### src/rtl/layer_compositor.sv
// layer_compositor
// Priority compositor for the VGA pixel path. Every pixel cycle it selects,
// among NUM_LAYERS drawing requests, the layer with the smallest z-index
// (lower index wins ties) and emits its colour, or the background colour when
// no layer draws. Z-indexes and enables live in a shadow register file that is
// copied to the active set on frame_start. Fixed latency LAT = 1 + IDX_W,
// one pixel per cycle, no backpressure.
//
// Ports:
//   clk, reset        pixel clock, synchronous active-high reset
//   in_valid          pixel inputs valid this cycle
//   layer_rgb         layer i colour at [i*COLOR_W +: COLOR_W]
//   layer_dr          per-layer drawing request
//   background_rgb    colour used when no layer wins (travels with its pixel)
//   frame_start       commits shadow config to active config
//   cfg_we/cfg_layer/cfg_z/cfg_en  shadow config write port
//   out_valid         outputs valid (data outputs hold during bubbles)
//   rgb_out           composited colour
//   out_hit           a layer won (0 = background)
//   out_layer         winning layer index (0 when out_hit = 0)
module layer_compositor #(
    parameter int                 NUM_LAYERS        = 8,
    parameter int                 COLOR_W           = 8,
    parameter int                 Z_W               = 4,
    parameter logic [COLOR_W-1:0] TRANSPARENT_COLOR = COLOR_W'(8'hFF),
    localparam int                IDX_W             = $clog2(NUM_LAYERS)
) (
    input  logic                          clk,
    input  logic                          reset,
    input  logic                          in_valid,
    input  logic [NUM_LAYERS*COLOR_W-1:0] layer_rgb,
    input  logic [NUM_LAYERS-1:0]         layer_dr,
    input  logic [COLOR_W-1:0]            background_rgb,
    input  logic                          frame_start,
    input  logic                          cfg_we,
    input  logic [IDX_W-1:0]              cfg_layer,
    input  logic [Z_W-1:0]                cfg_z,
    input  logic                          cfg_en,
    output logic                          out_valid,
    output logic [COLOR_W-1:0]            rgb_out,
    output logic                          out_hit,
    output logic [IDX_W-1:0]              out_layer
);

    typedef struct packed {
        logic               v;
        logic [Z_W-1:0]     z;
        logic [IDX_W-1:0]   idx;
        logic [COLOR_W-1:0] rgb;
    } cand_t;

    // Number of live elements at reduction level l.
    function automatic int lvl_cnt(input int l);
        return (NUM_LAYERS + (1 << l) - 1) >> l;
    endfunction

    // a is always the lower-index side, so it wins ties on z.
    function automatic cand_t pick(input cand_t a, input cand_t b);
        if (a.v && (!b.v || a.z <= b.z))
            return a;
        return b;
    endfunction

    logic [Z_W-1:0]        shadow_z_q [NUM_LAYERS];
    logic [Z_W-1:0]        active_z_q [NUM_LAYERS];
    logic [NUM_LAYERS-1:0] shadow_en_q;
    logic [NUM_LAYERS-1:0] active_en_q;
    logic [NUM_LAYERS-1:0] cfg_hit_d;

    cand_t                 lvl_q [IDX_W][NUM_LAYERS];
    logic [COLOR_W-1:0]    bg_q  [IDX_W];
    logic [IDX_W-1:0]      vld_q;
    cand_t                 win_d;

    // Decoding against each in-range index drops writes to nonexistent layers.
    always_comb begin
        cfg_hit_d = '0;
        for (int i = 0; i < NUM_LAYERS; i++)
            cfg_hit_d[i] = cfg_we && (cfg_layer == IDX_W'(i));
    end

    // Shadow/active config. A write coinciding with frame_start is forwarded
    // straight into the active entry so it lands in this commit.
    always_ff @(posedge clk) begin
        if (reset) begin
            for (int i = 0; i < NUM_LAYERS; i++) begin
                shadow_z_q[i] <= Z_W'(i);
                active_z_q[i] <= Z_W'(i);
            end
            shadow_en_q <= '1;
            active_en_q <= '1;
        end else begin
            for (int i = 0; i < NUM_LAYERS; i++) begin
                if (cfg_hit_d[i]) begin
                    shadow_z_q[i]  <= cfg_z;
                    shadow_en_q[i] <= cfg_en;
                end
                if (frame_start) begin
                    active_z_q[i]  <= cfg_hit_d[i] ? cfg_z  : shadow_z_q[i];
                    active_en_q[i] <= cfg_hit_d[i] ? cfg_en : shadow_en_q[i];
                end
            end
        end
    end

    // Control path: valid shift and output registers.
    always_ff @(posedge clk) begin
        if (reset) begin
            vld_q     <= '0;
            out_valid <= 1'b0;
            rgb_out   <= '0;
            out_hit   <= 1'b0;
            out_layer <= '0;
        end else begin
            vld_q[0] <= in_valid;
            for (int l = 1; l < IDX_W; l++)
                vld_q[l] <= vld_q[l-1];
            out_valid <= vld_q[IDX_W-1];
            // Final stage: last compare plus background substitution.
            if (vld_q[IDX_W-1]) begin
                out_hit   <= win_d.v;
                rgb_out   <= win_d.v ? win_d.rgb : bg_q[IDX_W-1];
                out_layer <= win_d.v ? win_d.idx : '0;
            end
        end
    end

    // The last internal level always holds exactly two elements.
    always_comb win_d = pick(lvl_q[IDX_W-1][0], lvl_q[IDX_W-1][1]);

    always_ff @(posedge clk) begin
        // Stage 0: input register, candidate qualification with active config.
        if (in_valid) begin
            for (int i = 0; i < NUM_LAYERS; i++) begin
                lvl_q[0][i] <= '{
                    v:   layer_dr[i] && active_en_q[i] &&
                         (layer_rgb[i*COLOR_W +: COLOR_W] != TRANSPARENT_COLOR),
                    z:   active_z_q[i],
                    idx: IDX_W'(i),
                    rgb: layer_rgb[i*COLOR_W +: COLOR_W]
                };
            end
            bg_q[0] <= background_rgb;
        end
        // Stages 1..IDX_W-1: pairwise reduction; an unpaired element is
        // compared against an invalid entry, which passes it through.
        for (int l = 1; l < IDX_W; l++) begin
            if (vld_q[l-1]) begin
                bg_q[l] <= bg_q[l-1];
                for (int j = 0; j < NUM_LAYERS; j++) begin
                    if (j < lvl_cnt(l))
                        lvl_q[l][j] <= pick(lvl_q[l-1][(2*j) % NUM_LAYERS],
                                            (2*j+1 < lvl_cnt(l-1)) ?
                                                lvl_q[l-1][(2*j+1) % NUM_LAYERS] : '0);
                    else
                        lvl_q[l][j] <= '0;
                end
            end
        end
    end

endmodule

### config.mk
export PLATFORM = sky130hd
export DESIGN_NAME = layer_compositor
export DESIGN_NICKNAME = d
export VERILOG_FILES = /design/src/rtl/layer_compositor.sv
export SDC_FILE = /design/constraint.sdc
export NUM_CORES = 1
export LEC_CHECK = 0
export ABC_AREA = 1
export ABC_CLOCK_PERIOD_IN_PS = 4300
export BUFFER_PORTS_ARGS = -buffer_cell sky130_fd_sc_hd__buf_2
export CORE_ASPECT_RATIO = 0.9
export CORE_UTILIZATION = 30
export DETAILED_ROUTE_END_ITERATION = 7
export GPL_TIMING_DRIVEN = 0
export SLEW_MARGIN = 20
export SYNTH_ARGS = -nofsm -noshare
export SYNTH_HDL_FRONTEND = slang
export SYNTH_SLANG_ARGS = --single-unit
export TNS_END_PERCENT = 50
### constraint.sdc
create_clock -name clk -period 4.3 [get_ports clk]
set_clock_uncertainty 0.05 [all_clocks]
set_input_delay 0 -clock clk [delete_from_list [all_inputs] [get_ports clk]]
set_output_delay 0 -clock clk [all_outputs]
set_load 0.1 [all_outputs]
==> key figures <==
Power and ir drop
  – Leakage: roughly 6.2 nW
  – Total Power: about 7.2 mW
  – Switching Share: between 20% and 30%
  – Peak supply drop: ~0.21 mV
  – Clock power share: a little over two fifths
  – Switching power: 1.561 mW
  – Combinational Power Share: under 10%
  – Power Density: roughly 460 mW/mm^2
  – Register share of total power: about half
  – Cell-internal power: ~5.7 mW

Critical path
  – CP max stage delay: ~0.40 ns
  – Startpoint types: flop
  – Critical Path, Cell by Cell: ha_1, a21oi_1, o21ai_1, nand3_2, nand2_2, buf_6, nand2_1, nand2_1
  – Req. time, crit path: 4.49 ns
  – Worst-path cell with the longest stage delay: edfxtp_1
  – Cell mode on critical path: nand2_1
  – Crit-path max FO: 10
  – WS Path Type: reg2reg
  – Crit end category: flop
  – Worst EP arrival: ~2.2 ns
  – R2R setup slack: 2.31 ns

Yosys
  – Ys Warns: 0
  – Mapped Cells: around 970
  – Synth unique cells: 29
  – Yosys reg bits: 310
  – Syn Area/Cell: 12.68 sq um
  – Sequential share of the synthesized area: around 73%
  – Simple-gate share of the synthesized area: a little over an eighth
  – Post-synthesis adder-cell area fraction: about 2.9%
  – Cell Area, Synth: ~0.012 sq mm
  – Xor-xnor portion of the synthesized cell area: 0%
  – Multiplexer area fraction after synthesis: 0%
  – Fraction of the mapped netlist area in compound gates: ~6%
  – Mapped Nets: about 1100
  – Largest family of logic cells by synthesized area: simple AND/OR/NAND/NOR gates

Layout
  – Cell area after layout: between 0.015 and 0.02 sq mm
  – Layout cells sized above 1: 16.78%
  – Post-layout util: around two fifths
  – # fillers: approximately 3700
  – P&R area growth vs syn: 27.72%
  – Register area: roughly 0.0090 sq mm
  – Footprint of the multi-input gates: 0.002785 sq mm
  – Non-filler cells, final: approximately 1800
  – Final net count: ~1300

Route
  – Vias: roughly 7900
  – Via/cell ratio: ~4.5
  – DRC Markers: 0
  – DRT antenna net count: 0
  – Initial drt markers: around 570
  – DRT Pass-1 Iters: 5
  – Routed wire per std cell: 15.21 microns
  – Final wirelength: ~27 mm

Clock network
  – Total CTS buffers: 34
  – Clk root buf: clkbuf_16
  – CTS tree: yes
  – Post-CTS Setup Bufs: 0
  – Worst-path clk slew: approximately 0.060 ns
  – Worst skew pair latency: ~0.5 ns
  – CTS Buffer Depth: 3
  – H-Tree Level Count: 2
  – Sink Count: between 300 and 400

STA
  – Final setup vio count: 0
  – Actual slew at the worst max-slew pin: 0.6730 ns
  – Rel. slew slack: a little under three fifths
  – Setup TNS: 0 ns
  – Tmin final: between 1.5 and 2 ns
  – Final hold slack: around 0.02 ns
  – Fmax: 0.5015 GHz
  – Final worst-path cycle share: between 40 and 50%
  – Final setup margin: around 2.3 ns
  – Hold Vio Cnt, Final: 0
  – Pins over their slew limit: 0
  – RSZ-0062 raised after global routing: no

Global route
  – Initial antenna violation count: 1
  – First-pass GRT wire length: 42.03 mm
  – Global-route usage over all layers: roughly an eighth
  – Largest net degree at the start of global routing: 70
  – GR Overflow Total: 0
  – Vias in the first global route: a little under 8000

Placement
  – GP Congestion: 0.7779
  – Dpl ws: 2.319 ns
  – IO buf count: ~100
  – Placed inst area: between 0.01 and 0.015 sq mm
  – Placed insts: approximately 1600
  – Detailed placement HPWL: roughly 18 mm

Die
  – Die H: roughly 190 microns
  – Chip Width: around 220 microns
  – Initial Utilization: 30.81%
  – # IOs: 106
  – Area of the core: about 0.040 sq mm
  – Rows: approximately 70
  – Die area: 0.04178 sq mm

Job
  – MaxCap Viol Count: 0

Run status
  – Outcome: finished clean

Worst hold path
  – Worst Hold Class: in2reg
-- flip-flops by register name, summed over array words and instances (netlist names) --
name / count
lvl_q: 190
vld_q: 3
out_layer: 3
active_z_q: 32
out_hit: 1
active_en_q: 8
out_valid: 1
shadow_z_q: 32
bg_q: 24
shadow_en_q: 8
rgb_out: 8
-- path summary, 6_finish.rpt --
check / startpoint / to / cells after the start
worst max-delay path: lvl_q[0][58]$_DFFE_PP_ / lvl_q[1][77]$_DFFE_PP_ / 8
worst min-delay path: cfg_layer[0] / active_z_q[1][15]$_SDFFCE_PP0P_ / 5
worst max register to register: lvl_q[0][58]$_DFFE_PP_ / lvl_q[1][77]$_DFFE_PP_ / 8
worst min register to register: active_z_q[0][12]$_SDFFCE_PN1P_ / lvl_q[0][71]$_DFFE_PP_ / 0
-- critical path, delay by kind of cell (launching register included) --
family	cells	cell delay (ns)
and+or+nand+nor	4	0.49
DFF	1	0.40
adders and majority gates	1	0.33
AOI/OAI and AO/OA	2	0.26
buffers and inverters	1	0.20
-- power groups by stage --
stage,combinational [mW],clock (mW),sequential [mW]
after floorplan,0.279,0,3.65
after CTS,0.570,3.16,3.58
after global routing,0.634,3.29,3.60
after global placement,0.470,0,3.66
final,0.564,3.09,3.58
after detailed placement,0.504,0,3.65
-- cells in the final DEF, fill, tap and decap left out, types with 3 or more instances in the layout --
| master | count |
|---|---|
| edfxtp_1 | 278 |
| nand2_1 | 178 |
| buf_2 | 108 |
| inv_1 | 92 |
| dlygate4sd3_1 | 89 |
| a21oi_1 | 72 |
| nand3_1 | 72 |
| nor2_1 | 60 |
| clkbuf_16 | 37 |
| o21ai_0 | 31 |
| dfxtp_1 | 30 |
| ha_1 | 28 |
| nand4_1 | 22 |
| clkbuf_1 | 19 |
| o21ai_1 | 10 |
| nand2_2 | 8 |
| buf_6 | 8 |
| o211a_1 | 8 |
| o22ai_1 | 8 |
| nand3_2 | 7 |
| clkinv_1 | 7 |
| or2_2 | 7 |
| or2_1 | 7 |
| bufinv_16 | 6 |
| nor2_2 | 5 |
| o211ai_1 | 4 |
| clkinv_2 | 4 |
| a211oi_1 | 3 |
| nor3_1 | 3 |
| buf_16 | 3 |
-- timing repair --
item                      in CTS  in global routing
gates resized for setup        0                  0
hold endpoints to repair     161                  0
hold buffers                  89                  0
-- area by class of cell --
class | instances | share of cell area (%)
multi-input combinational | 537 | 17.75
buffer | 26 | 0.9966
inverter | 96 | 2.296
clock buffer | 43 | 6.107
antenna | 1 | 0.01595
sequential | 310 | 57.31
timing repair buffer | 197 | 9.687
clock inverter | 19 | 1.602
tap | 532 | 4.241
-- metal layers --
metal	GRT usage, %	part of all wire (%)	wire length, microns
met1	16.06	44	11710
met2	21.47	49	13080
met3	3.027	5.2	1403
met4	4.124	2.2	593
met5	0	0	0
-- synthesized netlist by cell type (all sizes together) --
library cell / instances / area, sq um
nor2: 66 / 267.8
nand3: 79 / 430.4
o22ai: 8 / 50.05
a21oi: 72 / 360.4
o211ai: 4 / 30.03
clkbuf: 14 / 52.55
buf: 12 / 103.9
a211oi: 3 / 22.52
or2: 14 / 87.58
nand2: 188 / 738.2
inv: 94 / 352.8
clkinv: 2 / 7.510
nor3: 3 / 15.01
edfxtp: 278 / 8348
o21ai: 41 / 205.2
nand4: 22 / 137.6
dfxtp: 32 / 640.6
o211a: 8 / 80.08
ha: 28 / 350.3
o21a: 1 / 7.510
-- cell families after synthesis --
family | count (synthesis)
compound gates | 137
fa+ha+maj | 28
buf+inv | 122
flops | 310
simple gates | 372
Note: power is estimated with default switching activity, not from simulation.
